[config.mk]
export PLATFORM = sky130hd
export DESIGN_NAME = iterative_multiplier
export DESIGN_NICKNAME = d
export VERILOG_FILES = /design/src/rtl/kgp_mult_pkg.sv /design/src/rtl/mult_sign_fix.sv /design/src/rtl/iterative_multiplier.sv
export SDC_FILE = /design/constraint.sdc
export NUM_CORES = 1
export LEC_CHECK = 0
export CAP_MARGIN = 20
export CORE_MARGIN = 2
export CORE_UTILIZATION = 35
export DETAILED_ROUTE_END_ITERATION = 8
export HOLD_SLACK_MARGIN = 0.03
export PLACE_DENSITY_LB_ADDON = 0.3
export SYNTH_ARGS = -nofsm -noshare
export SYNTH_HDL_FRONTEND = slang
export SYNTH_HIERARCHICAL = 1
export SYNTH_SLANG_ARGS = --single-unit
[constraint.sdc]
create_clock -name clk -period 11 [get_ports clk]
set_input_delay 1.1 -clock clk [delete_from_list [all_inputs] [get_ports clk]]
set_output_delay 1.1 -clock clk [all_outputs]
set_load 0.02 [all_outputs]
[src/rtl/kgp_mult_pkg.sv]
// Shared types and opcodes for the iterative shift-add multiplier.
package kgp_mult_pkg;

    typedef enum logic [1:0] {
        IDLE = 2'd0,
        RUN  = 2'd1,
        DONE = 2'd2
    } state_t;

    localparam logic [3:0] ALU_MULT_U = 4'b0001;
    localparam logic [3:0] ALU_MULT_S = 4'b0010;

    // Wide enough to hold 32 iterations when one bit is retired per cycle.
    localparam int CNT_W = 6;

endpackage

[src/rtl/mult_sign_fix.sv]
// Combinational sign handling for signed multiply: operand magnitudes on the way in,
// conditional two's-complement negation of the 64-bit product on the way out.
module mult_sign_fix (
    input  logic        is_signed,
    input  logic [31:0] op_a,
    input  logic [31:0] op_b,
    input  logic        negate,
    input  logic [63:0] product,
    output logic [31:0] mag_a,
    output logic [31:0] mag_b,
    output logic        negate_start,
    output logic [63:0] product_fix
);

    // 0x80000000 maps to itself, which reads correctly as the unsigned magnitude 2^31.
    assign mag_a        = (is_signed && op_a[31]) ? (~op_a + 32'd1) : op_a;
    assign mag_b        = (is_signed && op_b[31]) ? (~op_b + 32'd1) : op_b;
    assign negate_start = is_signed && (op_a[31] ^ op_b[31]);
    assign product_fix  = negate ? (~product + 64'd1) : product;

endmodule

[src/rtl/iterative_multiplier.sv]
// Iterative shift-add 32x32->64 multiplier retiring BITS_PER_CYCLE multiplier bits per clock.
// Define MULT_SIGNED_EN to build in signed multiply support for opcode 4'b0010.
module iterative_multiplier #(
    parameter int BITS_PER_CYCLE = 1
) (
    input  logic        clk,
    input  logic        rst,
    input  logic        start,
    input  logic [3:0]  alu_control,
    input  logic [31:0] op_a,
    input  logic [31:0] op_b,
    output logic        busy,
    output logic        done,
    output logic        wren,
    output logic [3:0]  alu_control_out,
    output logic [31:0] wdata0,
    output logic [31:0] wdata1
);
    import kgp_mult_pkg::*;

    localparam int CYCLES = 32 / BITS_PER_CYCLE;

    state_t            state;
    state_t            state_next;
    logic [63:0]       acc;
    logic [63:0]       acc_next;
    logic [63:0]       partial;
    logic [63:0]       mcand;
    logic [63:0]       result;
    logic [31:0]       mplier;
    logic [31:0]       mag_a;
    logic [31:0]       mag_b;
    logic [CNT_W-1:0]  count;
    logic [3:0]        op_reg;
    logic              accept;

    assign accept = start && ((alu_control == ALU_MULT_U) || (alu_control == ALU_MULT_S));

`ifdef MULT_SIGNED_EN
    logic negate;
    logic negate_start;

    mult_sign_fix u_sign_fix (
        .is_signed    (alu_control == ALU_MULT_S),
        .op_a         (op_a),
        .op_b         (op_b),
        .negate       (negate),
        .product      (acc_next),
        .mag_a        (mag_a),
        .mag_b        (mag_b),
        .negate_start (negate_start),
        .product_fix  (result)
    );

    always_ff @(posedge clk or posedge rst) begin
        if (rst) begin
            negate <= 1'b0;
        end else if (state == IDLE && accept) begin
            negate <= negate_start;
        end
    end
`else
    assign mag_a  = op_a;
    assign mag_b  = op_b;
    assign result = acc_next;
`endif

    // Weighted sum of the multiplicand for the multiplier bits retired this cycle.
    always_comb begin
        partial = '0;
        for (int i = 0; i < BITS_PER_CYCLE; i++) begin
            if (mplier[i]) begin
                partial = partial + (mcand << i);
            end
        end
        acc_next = acc + partial;
    end

    always_comb begin
        state_next = state;
        case (state)
            IDLE:    if (accept) state_next = RUN;
            RUN:     if (count == CNT_W'(1)) state_next = DONE;
            DONE:    state_next = IDLE;
            default: state_next = IDLE;
        endcase
    end

    always_ff @(posedge clk or posedge rst) begin
        if (rst) begin
            state           <= IDLE;
            acc             <= '0;
            mcand           <= '0;
            mplier          <= '0;
            count           <= '0;
            op_reg          <= '0;
            alu_control_out <= '0;
            wdata0          <= '0;
            wdata1          <= '0;
        end else begin
            state <= state_next;
            if (state == IDLE && accept) begin
                acc    <= '0;
                mcand  <= {32'd0, mag_a};
                mplier <= mag_b;
                count  <= CNT_W'(CYCLES);
                op_reg <= alu_control;
            end else if (state == RUN) begin
                acc    <= acc_next;
                mcand  <= mcand << BITS_PER_CYCLE;
                mplier <= mplier >> BITS_PER_CYCLE;
                count  <= count - CNT_W'(1);
                // Final iteration: publish the completed product as DONE is entered.
                if (count == CNT_W'(1)) begin
                    wdata0          <= result[31:0];
                    wdata1          <= result[63:32];
                    alu_control_out <= op_reg;
                end
            end
        end
    end

    assign busy = (state != IDLE);
    assign done = (state == DONE);
    assign wren = done;

endmodule

==> Yosys cells after proc, flatten, opt, wreduce, memory -nomap -nowiden <==
Index checks and enable logic that the tools add are counted.
{ "totals": {"regBits": 240, "inputBits": 71, "out_inout_bits": 71} }
{ "classes": {"add_sub_neg": 2, "eq_ne": 7, "n_mux": 12, "bitwise_logic": 1, "reduce_logical": 8} }
{ "ops": {"columns": ["op", "n"], "rows": [
  ["$mux W64", 5],
  ["$add A64 B64 Y64", 1],
  ["$mux W32", 2],
  ["$mux W6", 2],
  ["$eq A6 B1 Y1 const B", 1],
  ["$sub A6 B1 Y6 const B", 1],
  ["$eq A4 B1 Y1 const B", 1],
  ["$eq A4 B2 Y1 const B", 1],
  ["$mux W2", 2],
  ["$ne A2 B2 Y1 const B", 2],
  ["$pmux W2 S2", 1],
  ["$reduce_bool A2 Y1", 2],
  ["$reduce_and A3 Y1", 1],
  ["$eq A2 B1 Y1 const B", 1],
  ["$eq A2 B2 Y1 const B", 1],
  ["$logic_and A1 B1 Y1", 2],
  ["$logic_not A2 Y1", 1],
  ["$reduce_and A2 Y1", 1],
  ["$logic_or A1 B1 Y1", 1],
  ["$not A1 Y1", 1]
]} }

==> Depth between registers and ports, before layout <==
Gate-level depths: netlist of the first run.
{ "logic_depth": {"depth_word": 6, "ltp_mapped": 14, "depth_no_buf": 12} }

==> Worst setup path before layout of the first run <==
No wires, ideal clock.
{ "synth_path": {"path_kind": "register -> register", "start": "reg mplier[0]", "end": "reg wdata1[12]", "setup_ns": 0.125, "arrival_time_ns": 3.263, "required_ns": 10.875, "path_slack_ns": 7.612, "path_stages_with_launch": 15, "n_path_buf": 2, "synth_period_minus_slack_ns": 3.388, "path_cell_list": "dfrtp_1 -> clkbuf_1 -> clkbuf_1 -> and2_1 -> ha_1 -> fa_1 -> a21o_1 -> a221oi_2 -> nand4b_4 -> a2111oi_4 -> nor2_4 -> o31ai_1 -> a221oi_2 -> xnor2_1 -> mux2_2"} }
{ "synth_via": {"elab_chain_len": 2} }
{ "synth_lines": {"columns": ["element", "line", "text"], "rows": [
  ["start: declaration", "iterative_multiplier.sv:30", "logic [31:0] mplier;"],
  ["start signal: assignment", "iterative_multiplier.sv:105", "mplier <= mag_b;"],
  ["start signal: assignment", "iterative_multiplier.sv:111", "mplier <= mplier >> BITS_PER_CYCLE;"],
  ["$mux W64", "iterative_multiplier.sv:72", "if (mplier[i]) begin"],
  ["$add A64 B64 Y64", "iterative_multiplier.sv:76", "acc_next = acc + partial;"],
  ["end signal: assignment", "iterative_multiplier.sv:116", "wdata1 <= result[63:32];"],
  ["end: declaration", "iterative_multiplier.sv:17", "output logic [31:0] wdata1"]
]} }
No other way between the ends.
A chain may end at the register's enable or synchronous reset.

==> Final worst setup path of the first run <==
{ "layout_path": {"start": "reg mplier[0]", "end": "reg wdata1[25]"} }
Same word-level chain as after synthesis.

==> results of run 1 <==
per-stage QoR:
step | instances | power (W) | worst slack [ns] | cell area, µm² | hold WS [ns]
floorplan | 1526 | 0.002483 | 3.312 | 13730 | 0.4303
global placement | 2098 | 0.003001 | 6.874 | 15460 | 0.4507
detailed placement | 2098 | 0.003038 | 6.809 | 15460 | 0.4442
CTS | 2149 | 0.003972 | 6.797 | 16370 | 0.4724
global route | 2149 | 0.004207 | 6.541 | 16370 | 0.4961
finish | 2149 | 0.003924 | 6.802 | 16370 | 0.4723
cell type report:
class / instances / area (µm²)
Fill cell: 3796 / 22280
Timing Repair Buffer: 153 / 1501
Multi-Input combinational cell: 1171 / 7233
Clock buffer: 40 / 805.8
Tap cell: 518 / 648.1
Clock inverter: 11 / 103.9
Inverter: 16 / 67.56
Sequential cell: 240 / 6006
routing by layer:
layer  vias up  wire (µm)  share of wire (%)  GRT usage, %
li1       5566          -                  -             -
met1      5529      17560                 46         25.70
met2       259      17660                 46         30.50
met3        78       1695                4.4         2.741
met4         0       1430                3.7         6.644
met5         -          0                  0             0
how the worst max path moves through the flow:
stage,startpoint,cells after the start,slack [ns],endpoint
floorplan,rst,1,3.31,acc[0]
global placement,mplier[0],12,6.87,wdata1[25]
detailed placement,mplier[0],12,6.81,wdata1[25]
CTS,mplier[0],12,6.80,wdata1[25]
global route,mplier[0],12,6.54,wdata1[23]
finish,mplier[0],11,6.80,wdata1[25]
Yosys cell counts (all sizes together) (3+ instances only):
cell type	number
o21ai	126
nor2	50
buf	15
nor3	12
nand2	362
a31o	5
nand3	15
o211ai	6
xnor2	38
a221oi	6
o22ai	28
inv	16
o21bai	9
nand2b	5
and4	3
a21o	28
and2	70
a21oi	76
nand4	27
xor2	25
dfrtp	240
a31oi	13
or4	5
or3	4
nor2b	7
clkbuf	83
o221ai	3
o21a	8
and3	11
a21boi	7
nor4	3
ha	65
a211o	3
a41oi	4
a22oi	46
mux2i	16
mux2	21
o31ai	7
a22o	31
tightest hold or removal path, stage by stage, from the launching register on:
cell and delay, ns:
dfrtp_1 0.34, nand2_1 0.06, nand2_1 0.05
where the power goes:
| group | switching (W) | internal (W) |
|---|---|---|
| clock | 0.000382 | 0.000533 |
| combinational | 0.000954 | 0.000620 |
| sequential | 0.000227 | 0.00121 |
kinds of logic (layout without fill, tap and decap cells):
logic type      count (synthesis)  count (layout)
xor+xnor                       63              63
fa+ha+maj                      66              66
mux                            37              37
flops                         240             240
simple gates                  580             580
buf+inv                       115             220
compound gates                425             425
layout by cell type (no fill, tap or decap), types with 9 or more instances in the layout:
master / instances
clkbuf_16: 28
mux2_2: 21
mux2i_1: 16
o21bai_1: 9
nand2_1: 361
inv_1: 14
xnor2_1: 38
and2_1: 68
a31oi_1: 11
a21oi_1: 75
dfrtp_1: 240
a22o_1: 31
xor2_1: 25
buf_4: 12
clkdlybuf4s50_1: 141
nor2_1: 47
a21o_1: 27
a22oi_1: 46
nor3_1: 12
o22ai_1: 28
o21ai_0: 123
nand4_1: 27
nand3_1: 15
ha_1: 65
==> results.py, run 1 <==
metrics = {
    "logic_synthesis": {
        "yosys.area.top_type": "dfrtp_1",
        "syn_area_um2": 13730,
        "ys_types": 76,
        "syn_nets": 1663,
        "synthAdderAreaFrac_pct": 6.068,
        "synthArstFlopShare_pct": 100.0,
        "yosysWarnings": 6,
        "synth_edf_count": 0,
        "synth-xor-area-share_pct": 4.018,
        "synth_cells": 1526,
        "synth-seq-cells": 240,
        "ys.flop_type": "dfrtp_1",
        "synth-simple-area-share_pct": 19.07,
        "synthMuxAreaShare_pct": 2.888,
        "synth_compound_area_share_pct": 20.39,
        "synth.area.top_cells": "dfrtp_1 44%, nand2_1 9.9%, ha_1 5.9%, o21ai_0 4.5%, and2_1 3.1%",
        "syn_area_per_cell_um2": 8.999,
        "synth.yosys.seq_area_share_pct": 43.74,
        "synth.top_cell.area_share_pct": 43.74,
        "synth_top_family_by_area": "compound AO/OA/AOI/OAI gates",
    },
    "finish": {
        "top_regs": "acc x64, mcand x64",
        "syn2layout_area_growth_pct": 19.18,
        "fin_nets": 1747,
        "final_layout_size_suffix_gt1_share_pct": 6.867,
        "post-route-util_pct": 42.35,
        "antenna_cells": 0,
    },
    "sta": {
        "setup_viol": 0,
        "period_minus_slack_ns": 4.198,
        "timing.final.crit_share_pct": 38.16,
        "max_freq_mhz": 238.2,
        "finalHoldViolCount": 0,
        "worst_slew_pin_slew_ns": 0.8956,
        "drv_slew": 0,
        "tns_ns": 0,
        "grt_setup_unrepaired": "false",
        "skew_ns": 0.01497,
        "slew_headroom_pct": 40.29,
    },
    "power_and_ir_drop": {
        "vdd_drop_max_mv": 0.1273,
        "p_leak_nw": 7.480,
        "power_per_cell_area_nw_per_um2": 239.8,
    },
    "setup_path": {
        "slowest_delay_ns": 0.72,
        "startpoint_type": "flip-flop",
        "crit_family": "compound AO/OA/AOI/OAI gates",
        "r2r-start": "mplier[0]",
        "slowest_stage": "dfrtp_1",
        "r2r_end": "wdata1[25]",
        "crit_path_max_fanout": 43,
        "endpoint_kind": "flip-flop",
        "path_cells": "buf_4, and2_1, ha_1, and2_1, a21boi_0, nor3_1, a211oi_1, o21ai_1, a41oi_1, xnor2_1, mux2_2",
        "critical_path.most_common_cell": "and2_1",
        "regToRegSetupSlack_ns": 6.80,
        "reg2reg_depth": 11,
        "arrival_ns": 4.64,
        "path_buf_inv": 1,
        "crit_required_ns": 11.44,
        "critPathKind": "flip-flop to flip-flop",
    },
    "clock_tree": {
        "cts.clk_slew.worst_paths_ns": 0.06,
        "cts.sinks": 240,
        "cts_made_buffers": 28,
        "hold_buffers": 0,
        "cts_buffer_depth": 3,
        "post_cts_buffers": 0,
        "cts_resized": 0,
        "cts_root_buffer": "clkbuf_16",
        "tritoncts": "built",
        "clk_latency_ns": 0.56,
        "htreeDepth": 1,
    },
    "drt": {
        "num_vias": 11430,
        "ant_nets": 0,
        "drt_iter0_drc": 754,
        "drt-pass1-iter-count": 5,
        "wirelength_um": 38340,
        "routed_via_density": 5.320,
        "drc": 0,
        "routedWlPerCell_um": 17.84,
    },
    "global_routing": {
        "grt_pass1_wl_um": 62600,
        "grt-ovfl-total": 0,
        "grt_pass1_vias": 11390,
        "grt_usage_pct": 18.82,
        "grt_antenna_before_repair": 0,
        "grt_max_degree": 108,
    },
    "placed_design": {
        "port-buffer-count": 141,
        "gp_congestion": 0.9528,
        "dp_hpwl_um": 27340,
    },
    "worst_hold_path": {
        "holdPathEnd": "alu_control_out[2]",
        "min_from": "op_reg[2]",
        "hold_class": "flip-flop to flip-flop",
        "whs_path_depth": 2,
    },
    "floorplanning": {
        "io_pins": 142,
        "rows": 72,
        "die_w_um": 202.1,
        "initial_core_util_pct": 35.53,
        "chipHeight_um": 202.1,
        "core_um2": 38650,
        "die_area_um2": 40830,
    },
    "flow_run": {
        "drv_cap": 0,
    },
    "run_status": {
        "outcome": "finished clean",
    },
}
No activity file was read; power rests on OpenSTA's default activity.
==> run 2: changes to the inputs <==
==> constraint.sdc (replaced) <==
create_clock -name clk -period 3.4 [get_ports clk]
set_input_delay 0.34 -clock clk [delete_from_list [all_inputs] [get_ports clk]]
set_output_delay 0.34 -clock clk [all_outputs]
set_load 0.02 [all_outputs]
==> run 2 against run 1 <==
  * Hold slack worse by 0.33 ns
  * Total power grew to 3.4 times the previous value
  * Core utilization rose by 2.8 points
  * Non-clock buffer count rose by 98
  * Largest cell class unchanged
  * Clock power increased to 3.4 times the previous value
  * First-iteration DRC count down 11%
==> results.py, run 2 (synthesized netlist as in run 1, its figures left out) <==
metrics = {
    "setup_path": {
        "path_buf_inv": 2,
        "arrival_ns": 3.77,
        "crit_required_ns": 3.84,
        "startpoint_type": "flip-flop",
        "path_cells": "buf_6, and2_1, ha_1, a21o_1, a21o_1, a221oi_1, o21ai_1, a221oi_1, o21ai_1, buf_4, a31oi_2, xnor2_1, mux2_2",
        "crit_family": "compound AO/OA/AOI/OAI gates",
        "endpoint_kind": "flip-flop",
        "slowest_delay_ns": 0.43,
        "slowest_stage": "dfrtp_1",
        "critPathKind": "flip-flop to flip-flop",
        "crit_path_max_fanout": 29,
    },
    "placed_design": {
        "gp_congestion": 0.8848,
        "port-buffer-count": 141,
        "dp_hpwl_um": 28110,
        "placed_area_um2": 16250,
    },
    "global_routing": {
        "grt_usage_pct": 19.30,
        "grt-ovfl-total": 0,
        "grt_antenna_before_repair": 0,
        "grt_max_degree": 136,
        "grt_pass1_vias": 11830,
        "grt_pass1_wl_um": 64670,
    },
    "sta": {
        "worst_slew_pin_slew_ns": 1.010,
        "setup_viol": 0,
        "skew_ns": 0.02863,
        "finalHoldViolCount": 0,
        "timing.final.crit_share_pct": 97.90,
        "period_minus_slack_ns": 3.328,
        "drv_slew": 0,
        "grt_setup_unrepaired": "true",
        "max_freq_mhz": 300.4,
        "slew_headroom_pct": 32.69,
    },
    "floorplanning": {
        "chipHeight_um": 202.1,
        "io_pins": 142,
        "die_w_um": 202.1,
        "rows": 72,
        "die_area_um2": 40830,
        "initial_core_util_pct": 35.53,
        "core_um2": 38650,
    },
    "drt": {
        "wirelength_um": 39630,
        "drt-pass1-iter-count": 6,
        "drc": 0,
        "ant_nets": 0,
        "num_vias": 11730,
        "routed_via_density": 5.223,
        "routedWlPerCell_um": 17.65,
        "drt_iter0_drc": 671,
    },
    "run_status": {
        "outcome": "finished clean",
    },
    "power_and_ir_drop": {
        "p_leak_nw": 8.036,
        "power_per_cell_area_nw_per_um2": 769.0,
        "vdd_drop_max_mv": 0.6713,
    },
    "finish": {
        "top_regs": "acc x64, mcand x64",
        "final_common_cell": "nand2_1",
        "fin_nets": 1845,
        "final_layout_size_suffix_gt1_share_pct": 13.84,
        "design_area_um2": 17440,
        "antenna_cells": 0,
        "syn2layout_area_growth_pct": 27.01,
        "final_cell_mix": "360 x nand2_1, 240 x dfrtp_1, 141 x clkdlybuf4s50_1",
        "post-route-util_pct": 45.13,
    },
    "clock_tree": {
        "htreeDepth": 1,
        "cts_made_buffers": 28,
        "cts.sinks": 240,
        "tritoncts": "built",
        "clk_latency_ns": 0.56,
        "cts_root_buffer": "clkbuf_16",
        "cts_buffer_depth": 3,
        "cts.clk_slew.worst_paths_ns": 0.06,
    },
    "flow_run": {
        "drv_cap": 0,
    },
    "worst_hold_path": {
        "hold_class": "input pin to async pin",
    },
}
-- run 2: cell count changes in the layout (fill, tap and decap cells not counted), sizes merged --
cell	change
buf	+98
clkinvlp	+1
inv	-2
clkbuf	-2
bufinv	+3
clkinv	-2
-- run 2: final timing paths --
| path | start | end | slack (ns) | depth (start not counted) |
|---|---|---|---|---|
| min | rst | mcand[21] | 0.14 | 2 |
| max | mplier[0] | wdata1[21] | 0.07 | 13 |
| min reg2reg | op_reg[3] | alu_control_out[3] | 0.47 | 2 |
| min in group clk | op_a[28] | mcand[28] | 0.35 | 3 |
| max reg2reg | mplier[0] | wdata1[21] | 0.07 | 13 |
| max in group asynchronous | rst | mplier[1] | 2.47 | 3 |
-- run 2: area by class of cell --
| cell class | instances | area [µm²] |
|---|---|---|
| Sequential cell | 240 | 6006 |
| Multi-Input combinational cell | 1171 | 7433 |
| Tap cell | 518 | 648.1 |
| Timing Repair Buffer | 251 | 2332 |
| Clock buffer | 38 | 789.5 |
| Clock inverter | 11 | 167.7 |
| Fill cell | 3711 | 21210 |
| Inverter | 16 | 63.81 |
-- run 2: per-layer routing --
layer	track usage [%]	part of all wire [%]
met1	26.36	46
met5	0	0
met4	4.386	1.9
met3	2.822	4.1
met2	32.36	48
-- run 2: power breakdown --
group / switching (W) / leakage (nW) / internal [W]
logic: 0.00324 / 4.37 / 0.00238
registers: 0.000736 / 3.20 / 0.00391
clock network: 0.00122 / 0.463 / 0.00192
total: 0.00520 / 8.04 / 0.00821
-- run 2: through the flow --
stage                     std cells  power (W)  hold slack (ns)  setup slack, ns  TNS [ns]
after floorplan                1526   0.008036           0.4303         -0.08783    -21.08
after global placement         2193    0.01019           0.4490         -0.03783  -0.07335
final                          2245    0.01341           0.1414          0.07157         0
after CTS                      2242    0.01349           0.1281         0.001570         0
after global routing           2245    0.01434           0.1412         -0.03939   -0.1025
after detailed placement       2193    0.01029           0.4467         -0.08211   -0.2649
-- run 2: repair_timing --
item                                    4_1_cts  5_1_grt
endpoints found under the setup margin       12       54
hold buffers                                  0        0
gates resized for setup                       3       42
pin swaps                                     2        7
setup buffers                                 0        3
==> run 3: changes to the inputs <==
--- a/config.mk
+++ b/config.mk
@@ -6,7 +6,7 @@
 export NUM_CORES = 1
 export LEC_CHECK = 0
 export CAP_MARGIN = 20
-export CORE_MARGIN = 2
+export CORE_MARGIN = 3
 export CORE_UTILIZATION = 35
 export DETAILED_ROUTE_END_ITERATION = 8
 export HOLD_SLACK_MARGIN = 0.03
==> run 3 against run 2 <==
  * Core utilization increased by 1.4 points
  * Sequential power barely moved
  * Largest cell class unchanged
  * Largest power group unchanged
  * Clock skew is 0.018 ns lower
  * Critical path depth grew 2
==> results.py, run 3 (synthesized netlist as in run 1, its figures left out) <==
metrics = {
    "power_and_ir_drop": {
        "seqPwrFrac_pct": 34.3,
        "p_clk_share_pct": 22.8,
        "swShare_pct": 39.13,
        "power.switching_w": 0.005299,
        "p_comb_share_pct": 42.9,
        "vdd_drop_max_mv": 0.5211,
        "p_leak_nw": 8.197,
        "power_per_cell_area_nw_per_um2": 761.9,
        "p_int_w": 0.008243,
    },
    "floorplanning": {
        "io_pins": 142,
        "core_um2": 38200,
        "die_w_um": 204.1,
        "chipHeight_um": 204.1,
        "die_area_um2": 41650,
        "initial_core_util_pct": 35.95,
        "rows": 71,
    },
    "sta": {
        "timing.final.crit_share_pct": 97.33,
        "worst_slew_pin_slew_ns": 0.7491,
        "drv_slew": 0,
        "setup_viol": 0,
        "grt_setup_unrepaired": "true",
        "max_freq_mhz": 302.2,
        "period_minus_slack_ns": 3.309,
        "finalHoldViolCount": 0,
        "skew_ns": 0.01102,
        "slew_headroom_pct": 50.06,
    },
    "setup_path": {
        "reg2reg_depth": 15,
        "r2r-start": "mplier[0]",
        "r2r_end": "acc[54]",
        "crit_required_ns": 3.81,
        "arrival_ns": 3.72,
        "crit_path_max_fanout": 8,
        "regToRegSetupSlack_ns": 0.09,
        "startpoint_type": "flip-flop",
        "critPathKind": "flip-flop to flip-flop",
        "endpoint_kind": "flip-flop",
    },
    "clock_tree": {
        "cts_made_buffers": 28,
        "tritoncts": "built",
        "hold_buffers": 0,
        "htreeDepth": 1,
        "cts.clk_slew.worst_paths_ns": 0.06,
        "cts_root_buffer": "clkbuf_16",
        "cts.sinks": 240,
        "cts_buffer_depth": 3,
        "clk_latency_ns": 0.56,
    },
    "drt": {
        "ant_nets": 0,
        "drt-pass1-iter-count": 5,
        "routed_via_density": 5.266,
        "num_vias": 11960,
        "drt_iter0_drc": 661,
        "drc": 0,
        "routedWlPerCell_um": 18.00,
        "wirelength_um": 40890,
    },
    "finish": {
        "design_area_um2": 17770,
        "final_cell_mix": "359 x nand2_1, 239 x dfrtp_1, 141 x clkdlybuf4s50_1",
        "final_common_cell": "nand2_1",
        "final_layout_size_suffix_gt1_share_pct": 16.82,
        "top_regs": "acc x64, mcand x64",
        "fin_cells": 2271,
        "syn2layout_area_growth_pct": 29.44,
        "antenna_cells": 0,
        "fin_nets": 1876,
    },
    "global_routing": {
        "grt_antenna_before_repair": 0,
        "grt_max_degree": 147,
        "grt_usage_pct": 19.33,
        "grt_pass1_vias": 11840,
        "grt_pass1_wl_um": 65610,
        "grt-ovfl-total": 0,
    },
    "flow_run": {
        "drv_cap": 0,
    },
    "placed_design": {
        "dp_hpwl_um": 28970,
        "port-buffer-count": 141,
        "gp_congestion": 0.8937,
        "placed_area_um2": 16430,
        "dp.cells": 2213,
    },
    "run_status": {
        "outcome": "finished clean",
    },
    "worst_hold_path": {
        "hold_class": "input pin to async pin",
    },
}
-- run 3: worst max-delay path by stage --
stage | start | end | slack (ns) | cells past startpoint
after floorplan | rst | acc[0] | -0.09 | 1
after global placement | mplier[0] | wdata1[25] | -0.1 | 13
after detailed placement | mplier[0] | wdata1[25] | -0.08 | 13
after CTS | mplier[0] | acc[54] | 0.008 | 14
after global routing | mplier[0] | acc[54] | -0.05 | 15
final | mplier[0] | acc[54] | 0.09 | 15
-- run 3: power by group through the flow --
| stage | registers (W) | logic (W) | clock network, W |
|---|---|---|---|
| finish | 0.00465 | 0.00580 | 0.00309 |
| floorplan | 0.00479 | 0.00325 | 0 |
| global placement | 0.00468 | 0.00562 | 0 |
| CTS | 0.00466 | 0.00572 | 0.00318 |
| detailed placement | 0.00469 | 0.00570 | 0 |
| global route | 0.00479 | 0.00641 | 0.00328 |
-- run 3: layer usage --
| metal | wire [µm] | global-route usage (%) |
|---|---|---|
| met1 | 19120 | 26.94 |
| met2 | 19520 | 32.19 |
| met3 | 1613 | 2.851 |
| met4 | 633 | 3.957 |
| met5 | 0 | 0 |
-- run 3: area by class of cell --
type	instances	area, µm²
timing repair buffer	282	2565
tap	511	639.4
sequential	240	6007
inverter	16	63.81
clock buffer	40	825.8
clock inverter	11	125.1
multi-input combinational	1171	7548
fill	3733	20420
-- run 3: stage by stage --
step	worst slack (ns)	hold WS, ns	util [%]	TNS, ns	power [W]
finish	0.09071	0.1666	46.53	0	0.01354
global route	-0.04957	0.1859	46.53	-0.3353	0.01448
CTS	0.008233	0.1605	45.53	0	0.01355
detailed placement	-0.07975	0.4575	43.02	-0.2013	0.01039
global placement	-0.09691	0.4552	43.02	-0.2014	0.01030
floorplan	-0.08783	0.4303	-	-21.08	0.008036
-- run 3: timing repair --
item | 4_1_cts | 5_1_grt
setup buffers | 0 | 7
pin swaps | 0 | 23
cloned | 0 | 0
endpoints found under the setup margin | 21 | 54
resized for setup | 3 | 70
-- run 3: worst max-delay path, cell delays in order, from the launching register on --
cell and delay (ns):
dfrtp_2 0.48, and2_1 0.17, ha_1 0.21, fa_2 0.35
a21o_1 0.22, a221oi_2 0.29, nand4b_4 0.21, a2111oi_4 0.08
buf_4 0.15, nor2_4 0.19, o31ai_4 0.08, buf_12 0.15
a31oi_4 0.18, buf_6 0.15, xor2_4 0.16, o22ai_1 0.09
